===== config.mk =====
export PLATFORM = sky130hd
export DESIGN_NAME = vga_line_fetch
export DESIGN_NICKNAME = d
export VERILOG_FILES = /design/src/rtl/vga_pkg.sv /design/src/rtl/vga_palette.sv /design/src/rtl/vga_line_fetch.sv
export SDC_FILE = /design/constraint.sdc
export NUM_CORES = 1
export LEC_CHECK = 0
export CAP_MARGIN = 20
export CORE_MARGIN = 2
export CORE_UTILIZATION = 30
export DETAILED_ROUTE_END_ITERATION = 12
export SETUP_SLACK_MARGIN = 0.15
export SLEW_MARGIN = 20
export SYNTH_ARGS = -nofsm -noshare
export SYNTH_HDL_FRONTEND = slang
export SYNTH_SLANG_ARGS = --single-unit

===== constraint.sdc =====
create_clock -name clk -period 5.02 [get_ports clk]
set_input_delay 0.502 -clock clk [delete_from_list [all_inputs] [get_ports clk]]
set_output_delay 0.502 -clock clk [all_outputs]
set_load 0.02 [all_outputs]

===== src/rtl/vga_pkg.sv =====
// Shared VGA timing constants and line-fetch FSM state type.
package vga_pkg;

   localparam int HD = 640;
   localparam int VD = 480;
   localparam int HT = 800;
   localparam int VT = 525;
   localparam int WORDS_PER_ROW = 20;

   typedef enum logic [1:0] {
      IDLE,
      REQ,
      WAIT
   } fetch_state_e;

endpackage


===== src/rtl/vga_palette.sv =====
// 16-entry colour palette: register file with combinational lookup.
module vga_palette
   import vga_pkg::*;
#(
   parameter int CD = 12
) (
   input  logic          clk,
   input  logic          reset,
   input  logic          we,
   input  logic [3:0]    waddr,
   input  logic [CD-1:0] wdata,
   input  logic [3:0]    raddr,
   output logic [CD-1:0] rdata
);

   logic [CD-1:0] pal [16];

   always_ff @(posedge clk) begin
      if (!reset) begin
         for (int i = 0; i < 16; i++) pal[i] <= '0;
      end else if (we) begin
         pal[waddr] <= wdata;
      end
   end

   assign rdata = pal[raddr];

endmodule


===== src/rtl/vga_line_fetch.sv =====
// Prefetches one 4bpp framebuffer row per line into a ping-pong buffer.
// VGA_FETCH_PALETTE_EN selects a 16-entry palette instead of grey output.
module vga_line_fetch
   import vga_pkg::*;
#(
   parameter int CD         = 12,
   parameter int FB_W       = 160,
   parameter int SCALE_LOG2 = 2,
   parameter int ADDR_W     = 16
) (
   input  logic              clk,
   input  logic              reset,
   input  logic              en,
   input  logic [ADDR_W-1:0] fb_base,
   input  logic [10:0]       hc,
   input  logic [10:0]       vc,
   output logic              mem_req,
   output logic [ADDR_W-1:0] mem_addr,
   input  logic              mem_gnt,
   input  logic              mem_rvalid,
   input  logic [31:0]       mem_rdata,
   input  logic              pal_we,
   input  logic [3:0]        pal_addr,
   input  logic [CD-1:0]     pal_wdata,
   output logic [CD-1:0]     rgb,
   output logic              busy,
   output logic              underrun,
   input  logic              underrun_clr
);

   localparam int WPR = FB_W / 8;
   localparam int CW  = CD / 3;

   fetch_state_e state, state_d;
   logic [10:0] hc_q;
   logic [4:0] idx, idx_d;
   logic [ADDR_W-1:0] addr_d, row;
   logic bank, bank_d;
   logic abort_q, abort_d;
   logic pend_q, pend_d;
   logic [10:0] pend_line_q, pend_line_d;
   logic underrun_d;

   logic trig, want, trig_busy, abort_now, pend_now;
   logic [10:0] nxt_line, pend_line_now, launch_line;
   logic done, wr_en, launch;

   logic [31:0] lbuf [2][WPR];

   assign trig = (hc == '0) && (hc_q != '0);
   assign nxt_line = (vc == 11'(VT - 1)) ? '0 : vc + 11'd1;
   assign want = trig && en && (nxt_line < 11'(VD));
   assign trig_busy = trig && (state != IDLE);
   assign abort_now = abort_q || trig_busy;
   assign pend_now = trig_busy ? want : pend_q;
   assign pend_line_now = trig_busy ? nxt_line : pend_line_q;

   assign mem_req = (state == REQ);
   assign busy = (state != IDLE);
   assign underrun_d = trig_busy || (underrun && !underrun_clr);

   always_comb begin
      state_d = state;
      idx_d = idx;
      addr_d = mem_addr;
      bank_d = bank;
      abort_d = abort_now;
      pend_d = pend_now;
      pend_line_d = pend_line_now;
      wr_en = 1'b0;
      launch = 1'b0;
      launch_line = nxt_line;
      done = 1'b0;
      unique case (state)
         IDLE: launch = want;
         REQ: begin
            if (mem_gnt) begin
               if (mem_rvalid) done = 1'b1;
               else state_d = WAIT;
            end
         end
         WAIT: done = mem_rvalid;
         default: state_d = IDLE;
      endcase
      // An aborted fetch drops its last word and hands over to the pending line.
      if (done) begin
         if (abort_now) begin
            abort_d = 1'b0;
            pend_d = 1'b0;
            state_d = IDLE;
            launch = pend_now;
            launch_line = pend_line_now;
         end else begin
            wr_en = 1'b1;
            if (idx == 5'(WPR - 1)) begin
               state_d = IDLE;
            end else begin
               state_d = REQ;
               idx_d = idx + 5'd1;
               addr_d = mem_addr + ADDR_W'(1);
            end
         end
      end
      row = ADDR_W'(launch_line >> SCALE_LOG2);
      if (launch) begin
         state_d = REQ;
         idx_d = '0;
         bank_d = launch_line[0];
         addr_d = fb_base + (row << 4) + (row << 2);
      end
   end

   always_ff @(posedge clk) begin
      if (!reset) begin
         state <= IDLE;
         hc_q <= '0;
         idx <= '0;
         mem_addr <= '0;
         bank <= 1'b0;
         abort_q <= 1'b0;
         pend_q <= 1'b0;
         pend_line_q <= '0;
         underrun <= 1'b0;
      end else begin
         state <= state_d;
         hc_q <= hc;
         idx <= idx_d;
         mem_addr <= addr_d;
         bank <= bank_d;
         abort_q <= abort_d;
         pend_q <= pend_d;
         pend_line_q <= pend_line_d;
         underrun <= underrun_d;
      end
   end

   always_ff @(posedge clk) begin
      if (reset && wr_en) lbuf[bank][idx] <= mem_rdata;
   end

   logic active;
   logic [10:0] pix;
   logic [4:0] rd_word;
   logic [31:0] rd_data;
   logic [3:0] nib;
   logic [CD-1:0] colour;

   assign active = reset && en && (hc < 11'(HD)) && (vc < 11'(VD));
   assign pix = hc >> SCALE_LOG2;
   assign rd_word = active ? 5'(pix >> 3) : '0;
   assign rd_data = lbuf[vc[0]][rd_word];
   assign nib = rd_data[{pix[2:0], 2'b00} +: 4];
   assign rgb = active ? colour : '0;

`ifdef VGA_FETCH_PALETTE_EN
   vga_palette #(
      .CD(CD)
   ) u_pal (
      .clk(clk),
      .reset(reset),
      .we(pal_we),
      .waddr(pal_addr),
      .wdata(pal_wdata),
      .raddr(nib),
      .rdata(colour)
   );
`else
   logic [CW-1:0] grey;
   logic unused_pal;

   assign unused_pal = ^{pal_we, pal_addr, pal_wdata};

   if (CW >= 4) begin : g_grey_up
      assign grey = CW'(nib) << (CW - 4);
   end else begin : g_grey_dn
      assign grey = CW'(nib >> (4 - CW));
   end

   always_comb begin
      colour = '0;
      colour[3*CW-1:0] = {grey, grey, grey};
   end
`endif

endmodule


==> results of run 1 <==
==> per-stage QoR <==
stage	utilization	setup TNS, ns	power, W	hold slack, ns	instance area, sq um
detailed placement	0.3392	-10.02	0.01336	0.4871	59100
global route	0.3680	0	0.02411	0.2269	64110
CTS	0.3672	0	0.02360	0.2267	63960
floorplan	-	0	0.01284	0.4561	52720
global placement	0.3392	-10.83	0.01335	0.4690	59100
finish	0.3680	0	0.02345	0.2347	64110
==> worst register-to-register path: stages (launching register included) <==
cell	delay, ns
dfxtp_1	0.35
inv_1	0.07
ha_1	0.29
nand2_1	0.06
nor2_1	0.16
nand2_1	0.13
or2_2	0.35
mux2_2	0.31
ha_1	0.28
ha_1	0.22
fa_1	0.46
a21o_1	0.18
a21oi_1	0.19
o21ai_0	0.13
a2111o_1	0.47
a41oi_2	0.25
nor2b_1	0.08
o21ai_1	0.15
xnor2_1	0.08
a31o_2	0.24
==> repair_timing <==
item / CTS / global route
gates resized for setup: 53 / 41
buffers inserted: 14 / 1
gates cloned: 2 / 2
pin swaps: 5 / 7
setup endpoints to repair: 14 / 15
==> report_power, final <==
| part | total (W) | internal (W) | switching, W | leakage [nW] |
|---|---|---|---|---|
| clock | 0.0103 | 0.00599 | 0.00432 | 2.22 |
| combinational | 0.000996 | 0.000425 | 0.000571 | 6.38 |
| sequential | 0.0121 | 0.0121 | 0.00000257 | 11.9 |
==> per-layer routing <==
metal | vias up | wire [microns] | GRT usage
met3 | 213 | 10190 | 0.02522
met5 | - | 18 | 0
met4 | 2 | 3285 | 0.04223
met2 | 1235 | 70410 | 0.2627
met1 | 15317 | 60950 | 0.2199
li1 | 12293 | - | -
==> flip-flops by register name (all words and copies together) (netlist names) <==
| register | cells |
|---|---|
| lbuf | 1280 |
| mem_addr | 16 |
| hc_q | 11 |
| pend_line_q | 10 |
| idx | 5 |
| state | 2 |
| abort_q | 1 |
| bank | 1 |
| pend_q | 1 |
| underrun | 1 |
==> cell families (layout without fill, tap and decap cells) <==
group	count (synthesis)	count (layout)
DFF	1328	1328
buffers and inverters	182	733
and+or+nand+nor	579	579
xor gates and xnor gates	26	26
muxes	368	368
other	0	2
AOI/OAI and AO/OA	294	294
adders and majority gates	31	31
==> area by class of cell <==
cell class                 count  area [sq um]  area share
sequential                  1328         39400      0.6145
clock buffer                 172          3697     0.05767
tap                         2325          2909     0.04537
clock inverter                82         863.3     0.01347
multi-input combinational   1298         12890      0.2010
inverter                      23         86.33    0.001347
timing repair buffer         456          4267     0.06655
antenna                        2         5.005  0.00007806
==> path summary, 6_finish.rpt <==
| check | end | from | cells after the start |
|---|---|---|---|
| worst min-delay path | hc_q[10] | hc[10] | 3 |
| worst max-delay path | rgb[8] | en | 17 |
| worst min register to register | pend_line_q[3] | pend_line_q[3] | 2 |
| worst max register to register | mem_addr[15] | state[1] | 19 |
==> cells in the final DEF, fill, tap and decap left out, types with 14 or more instances in the layout <==
| cell type | Yosys | routed |
|---|---|---|
| nor2_4 | 0 | 40 |
| xor2_1 | 17 | 17 |
| bufinv_16 | 0 | 14 |
| nor2_1 | 142 | 100 |
| nor3_1 | 20 | 18 |
| clkbuf_16 | 0 | 145 |
| a31oi_1 | 24 | 24 |
| buf_4 | 39 | 300 |
| clkinv_1 | 0 | 27 |
| clkbuf_1 | 59 | 28 |
| and3_1 | 16 | 16 |
| dfxtp_1 | 48 | 48 |
| a22oi_1 | 33 | 29 |
| a221oi_1 | 24 | 22 |
| ha_1 | 25 | 25 |
| nand3_1 | 57 | 55 |
| mux4_2 | 270 | 270 |
| a32oi_1 | 21 | 20 |
| inv_1 | 23 | 22 |
| edfxtp_1 | 1280 | 1280 |
| nand2_1 | 257 | 257 |
| buf_12 | 0 | 36 |
| o21ai_0 | 43 | 42 |
| a21oi_1 | 55 | 54 |
| clkinv_2 | 0 | 24 |
| clkdlybuf4s50_1 | 0 | 90 |
| nand4_1 | 25 | 25 |
| mux2i_1 | 90 | 88 |
==> cells in the mapped netlist, types with 10 or more instances <==
library cell | instances | area, sq um
a21oi_1 | 55 | 275.3
a221oi_1 | 24 | 210.2
a22oi_1 | 33 | 247.7
a31oi_1 | 24 | 150.1
a32oi_1 | 21 | 183.9
and2_1 | 12 | 75.07
and3_1 | 16 | 100.1
buf_1 | 12 | 45.04
buf_2 | 44 | 220.2
buf_4 | 39 | 292.8
clkbuf_1 | 59 | 221.5
dfxtp_1 | 48 | 960.9
edfxtp_1 | 1280 | 38440
ha_1 | 25 | 312.8
inv_1 | 23 | 86.33
mux2i_1 | 90 | 900.9
mux4_2 | 270 | 6081
nand2_1 | 257 | 964.7
nand3_1 | 57 | 285.3
nand4_1 | 25 | 156.4
nor2_1 | 142 | 533.0
nor3_1 | 20 | 100.1
nor4_1 | 10 | 62.56
o21ai_0 | 43 | 215.2
xor2_1 | 17 | 148.9
==> impl_results.md, run 1 <==
- Via count: 29060
- DIE AREA: 0.1791 sq mm
- XOR/XNOR Fraction of Synth Area: 0.004321
- Pin count of the biggest net entering global routing: 77
- Final setup violation count: 0
- TritonCTS Buffers: 139
- Nets: 3370
- Rel. slew slack: 0.2244
- Syn Inst Count: 2808
- Overall routing resource usage: 0.1596
- Finished Layout Cells: 5686
- Drt initial violations: 3447
- Crit path max fanout: 7
- Setup crit start kind: primary input
- Post-Synth Simple-Gate Area: 0.04912
- CTS clk-pin slew, worst paths: 0.05 ns
- RSZ-0062 raised after global routing: yes
- Number of enable flip-flop cells after synthesis: 1280
- CP Capture Type: output port
- Flop-to-flop setup slack: 0.47 ns
- Setup WS post-layout: 0.1783 ns
- Syn nets: 2932
- Via/cell ratio: 5.111
- Count of cell types in the netlist: 72
- Placed cell count: 5411
- Critical path buffers and inverters: 8
- Clock Latency Late Sink: 0.77 ns
- Root Driver: clkbuf_16
- Synth Cell Area: 0.05271 sq mm
- Slowest Stage Delay on Critical Path: 0.55 ns
- CTS tree: yes
- Starting Density: 0.3025
- Post-synthesis adder-cell area fraction: 0.008214
- Syn Area/Cell: 18.77 sq um
- TritonRoute pass-1 iters: 5
- First-pass GRT wire length: 208400 microns
- Worst Path Required: 4.52 ns
- Flops & latches, synth: 1328
- Final Cycle Share: 0.9645
- H-tree levels: 4
- RePlAce Congestion: 0.8142
- Clock skew: 0.02456 ns
- Port Buffers: 106
- CP delay by family, top: buffers and inverters
- Cells along the critical path: clkdlybuf4s50_1, buf_4, nor3b_4, buf_6, and4_4, buf_12, buf_4, buf_12, nand2_1, and3_1, a31oi_1, a21oi_1, mux4_2, mux4_2, o21ai_2, buf_6, clkdlybuf4s15_2
- Worst-Margin Slew: 1.160 ns
- Initial antenna violation count: 8
- Lkg Pwr: 20.49 nW
- Post-synthesis compound-gate area fraction: 0.03910
- Layout area overhead: 21.65%
- Grt ovf: 0
- Crit-path slowest cell: mux4_2
- Post-layout min period: 4.842 ns
- Die span in y: 423.2 microns
- Top_reg_cell synth: edfxtp_1
- CTS Buffer Depth: 3
- YS warnings: 0
- Pre-CTS WS: -0.8178 ns
- Crit Path Category: primary input to output port
- Detailed placer's ending HPWL: 87590 microns
- Power Dens Cells: 365.7 mW/mm^2
- Seq/Total Area, Yosys: 0.7475
- WL/cell: 25.48 microns
- Fill count: 16032
- FMAX: 0.2065 GHz
- DRC: 0
- Ports: 124
- Routed Antenna Nets: 0
- Layout cell share with drive strength beyond 1: 0.2748
- Combinational family with the most area after synthesis: multiplexers
- Final hold viol count: 0
- Critical Path AT: 4.34 ns
- Status: completed
- Number of global-route vias before repair: 29136
- Max Cap Viol: 0
- Routed WL: 144900 microns
- Multiplexer share of the synthesized area: 0.1342
- # rows: 153
- Worst vdd ir: 0.0002234 V
- Cts hold-fix bufs: 0
- DIE WIDTH: 423.2 microns
- Clock sinks: 1328
- Async SR Flop Fraction: 0
- Area of the core: 0.1742 sq mm
- Fin. max-slew vios: 0
- Worst min-delay path class: primary input to register
(Power assumes the default switching activity.)
==> inputs of run 2 (changes only) <==
--- a/constraint.sdc
+++ b/constraint.sdc
@@ -3,2 +3,2 @@
 set_output_delay 0.502 -clock clk [all_outputs]
-set_load 0.02 [all_outputs]
+set_load 0.1 [all_outputs]
==> impl_results.md, run 2 (synthesis gave the netlist of run 1 again) <==
- RSZ-0062 raised after global routing: no
- Worst Path Required: 4.52 ns (about the same)
- Port Buffers: 106 (unchanged)
- Clock Latency Late Sink: 0.77 ns (about the same)
- Area of the core: 0.1742 sq mm (unchanged)
- DRC: 0 (unchanged)
- Number of global-route vias before repair: 28936 (-0.69%)
- H-tree levels: 4 (unchanged)
- Status: completed
- Crit path max fanout: 11 (+4)
- Lkg Pwr: 20.34 nW (-0.71%)
- Fin. max-slew vios: 0 (unchanged)
- TritonCTS Buffers: 136 (-2.2%)
- Nets: 3354 (-0.47%)
- Critical Path AT: 4.33 ns (about the same)
- Overall routing resource usage: 0.1601 (+0.0004921)
- Worst-Margin Slew: 1.097 ns (-0.06322 ns)
- Gr busiest metal: met2
- WL/cell: 25.97 microns (+1.9%)
- Post-layout min period: 4.829 ns (-0.01244 ns)
- Worst min-delay path class: primary input to register
- Grt met2 use: 0.2580 (-0.004657)
- Via/cell ratio: 5.171 (+1.2%)
- Pin count of the biggest net entering global routing: 87 (+13%)
- Cts hold-fix bufs: 0 (unchanged)
- Final Cycle Share: 0.9620 (-0.002478)
- Commonest non-fill, non-tap cell in the layout: edfxtp_1
- CTS Buffer Depth: 3 (unchanged)
- Worst vdd ir: 0.0002588 V (+16%)
- Met3 track demand over resource: 0.02446 (-0.0007543)
- # rows: 153 (unchanged)
- Finished Layout Cells: 5656 (-0.53%)
- Layout area overhead: 21.39%
- Hold_sp: fb_base[0]
- Rel. slew slack: 0.2667 (+0.04227)
- Share of power burned in registers: 0.538 (+0.020)
- CTS tree: yes
- Initial antenna violation count: 3 (-5)
- Final hold viol count: 0 (unchanged)
- Power Dens Cells: 352.9 mW/mm^2 (-3.5%)
- Sw frac: 0.2108 (+0.002287)
- Commonest non-fill, non-tap cells in the layout: edfxtp_1, mux4_2, buf_4
- Crit. Startpoint: vc[9]
- Root Driver: clkbuf_16
- Setup WS post-layout: 0.1908 ns (+0.01244 ns)
- Clock skew: 0.02342 ns (-0.001142 ns)
- CP Capture Type: output port
- CTS clk-pin slew, worst paths: 0.06 ns (about the same)
- Clock sinks: 1328 (unchanged)
- DIE WIDTH: 423.2 microns (unchanged)
- Sw power: 0.004759 W (-2.7%)
- Placed cell count: 5378 (-0.61%)
- Layout cell share with drive strength beyond 1: 0.2655 (-0.009319)
- Setup crit start kind: primary input
- Grt ovf: 0 (unchanged)
- Worst Reg-to-Reg Cells: 20 (+1)
- Ports: 124 (unchanged)
- Via count: 29245 (+0.64%)
- Final instance area: 0.06398 sq mm (-0.21%)
- Starting Density: 0.3025 (unchanged)
- Worst R2R Start: state[0]
- Finished Core Util: 0.3673 (-0.0007820)
- Pre-CTS WS: -0.3900 ns (+0.4279 ns)
- First-pass GRT wire length: 208200 microns (-0.12%)
- Combinational Power Share: 0.045 (+0.003)
- GRT met1 Usage: 0.2220 (+0.002107)
- Dpl cell area: 0.05915 sq mm (about the same)
- Final setup violation count: 0 (unchanged)
- RePlAce Congestion: 0.8226 (+1.0%)
- Routed WL: 146900 microns (+1.4%)
- Detailed placer's ending HPWL: 87010 microns (-0.67%)
- DIE AREA: 0.1791 sq mm (unchanged)
- Largest registers: lbuf: 1280 flops, mem_addr: 16 flops, hc_q: 11 flops
- Drt initial violations: 3723 (+8.0%)
- Reg with most FFs: lbuf
- Crit Path Category: primary input to output port
- Routed Antenna Nets: 0 (unchanged)
- Max reg flops: 1280 (unchanged)
- Cell Int Power: 0.01782 W (-4.0%)
- Hold path depth: 3 (unchanged)
- Die span in y: 423.2 microns (unchanged)
- TritonRoute pass-1 iters: 5 (unchanged)
- Clock Power Share: 0.417 (-0.023)
- Max Cap Viol: 0 (unchanged)
- FMAX: 0.2071 GHz (+0.26%)
==> run 2: path summary, 6_finish.rpt <==
kind | end | slack [ns]
max reg2reg | mem_addr[13] | 0.43
min | mem_addr[0] | 0.30
min reg2reg | underrun | 0.49
max | rgb[3] | 0.19
==> run 2: per-stage QoR <==
step / total power, W / setup TNS, ns / hold slack, ns
5_1_grt: 0.02322 / 0 / 0.2970
3_3_place_gp: 0.01335 / -1.392 / 0.4711
4_1_cts: 0.02271 / 0 / 0.2447
3_5_place_dp: 0.01336 / -1.375 / 0.4837
6_report: 0.02257 / 0 / 0.2973
2_1_floorplan: 0.01286 / 0 / 0.4561
==> run 2: cell type report <==
class	instances	area, sq um
Fill cell	16124	110200
Sequential cell	1328	39400
Multi-Input combinational cell	1298	12920
Timing Repair Buffer	443	4621
Clock buffer	176	3596
Tap cell	2325	2909
Clock inverter	62	444.2
Inverter	23	86.33
Antenna cell	1	2.502
==> run 2: timing repair <==
item,4_1_cts,5_1_grt
setup buffers,7,24
hold endpoints to repair,0,0
endpoints found under the setup margin,12,15
pin swaps,3,10
gates resized for setup,14,52
cloned,1,6
==> run 2: worst max-delay path, cell delays in order <==
cell             delay [ns]
clkdlybuf4s50_1        0.44
or3b_4                 0.47
nor4_4                 0.28
buf_6                  0.17
buf_12                 0.12
clkbuf_16              0.15
buf_12                 0.13
buf_4                  0.19
mux4_2                 0.20
nand2_1                0.06
a32oi_1                0.31
o221ai_1               0.19
mux4_2                 0.56
o2bb2ai_2              0.21
buf_12                 0.15
buf_12                 0.17
==> run 2: metal layers <==
metal	wire length (microns)	part of all wire	up-vias
met5	0	0	-
met4	3732	0.025	0
met3	11240	0.076	210
met2	70120	0.48	1336
met1	61780	0.42	15432
li1	-	-	12267
==> run 2: power groups by stage <==
| stage | sequential [W] | clock (W) | combinational (W) |
|---|---|---|---|
| after floorplan | 0.0124 | 0 | 0.000472 |
| after global placement | 0.0124 | 0 | 0.000974 |
| after detailed placement | 0.0124 | 0 | 0.000984 |
| after CTS | 0.0121 | 0.00958 | 0.000993 |
| after global routing | 0.0121 | 0.0100 | 0.00108 |
| final | 0.0121 | 0.00942 | 0.00101 |
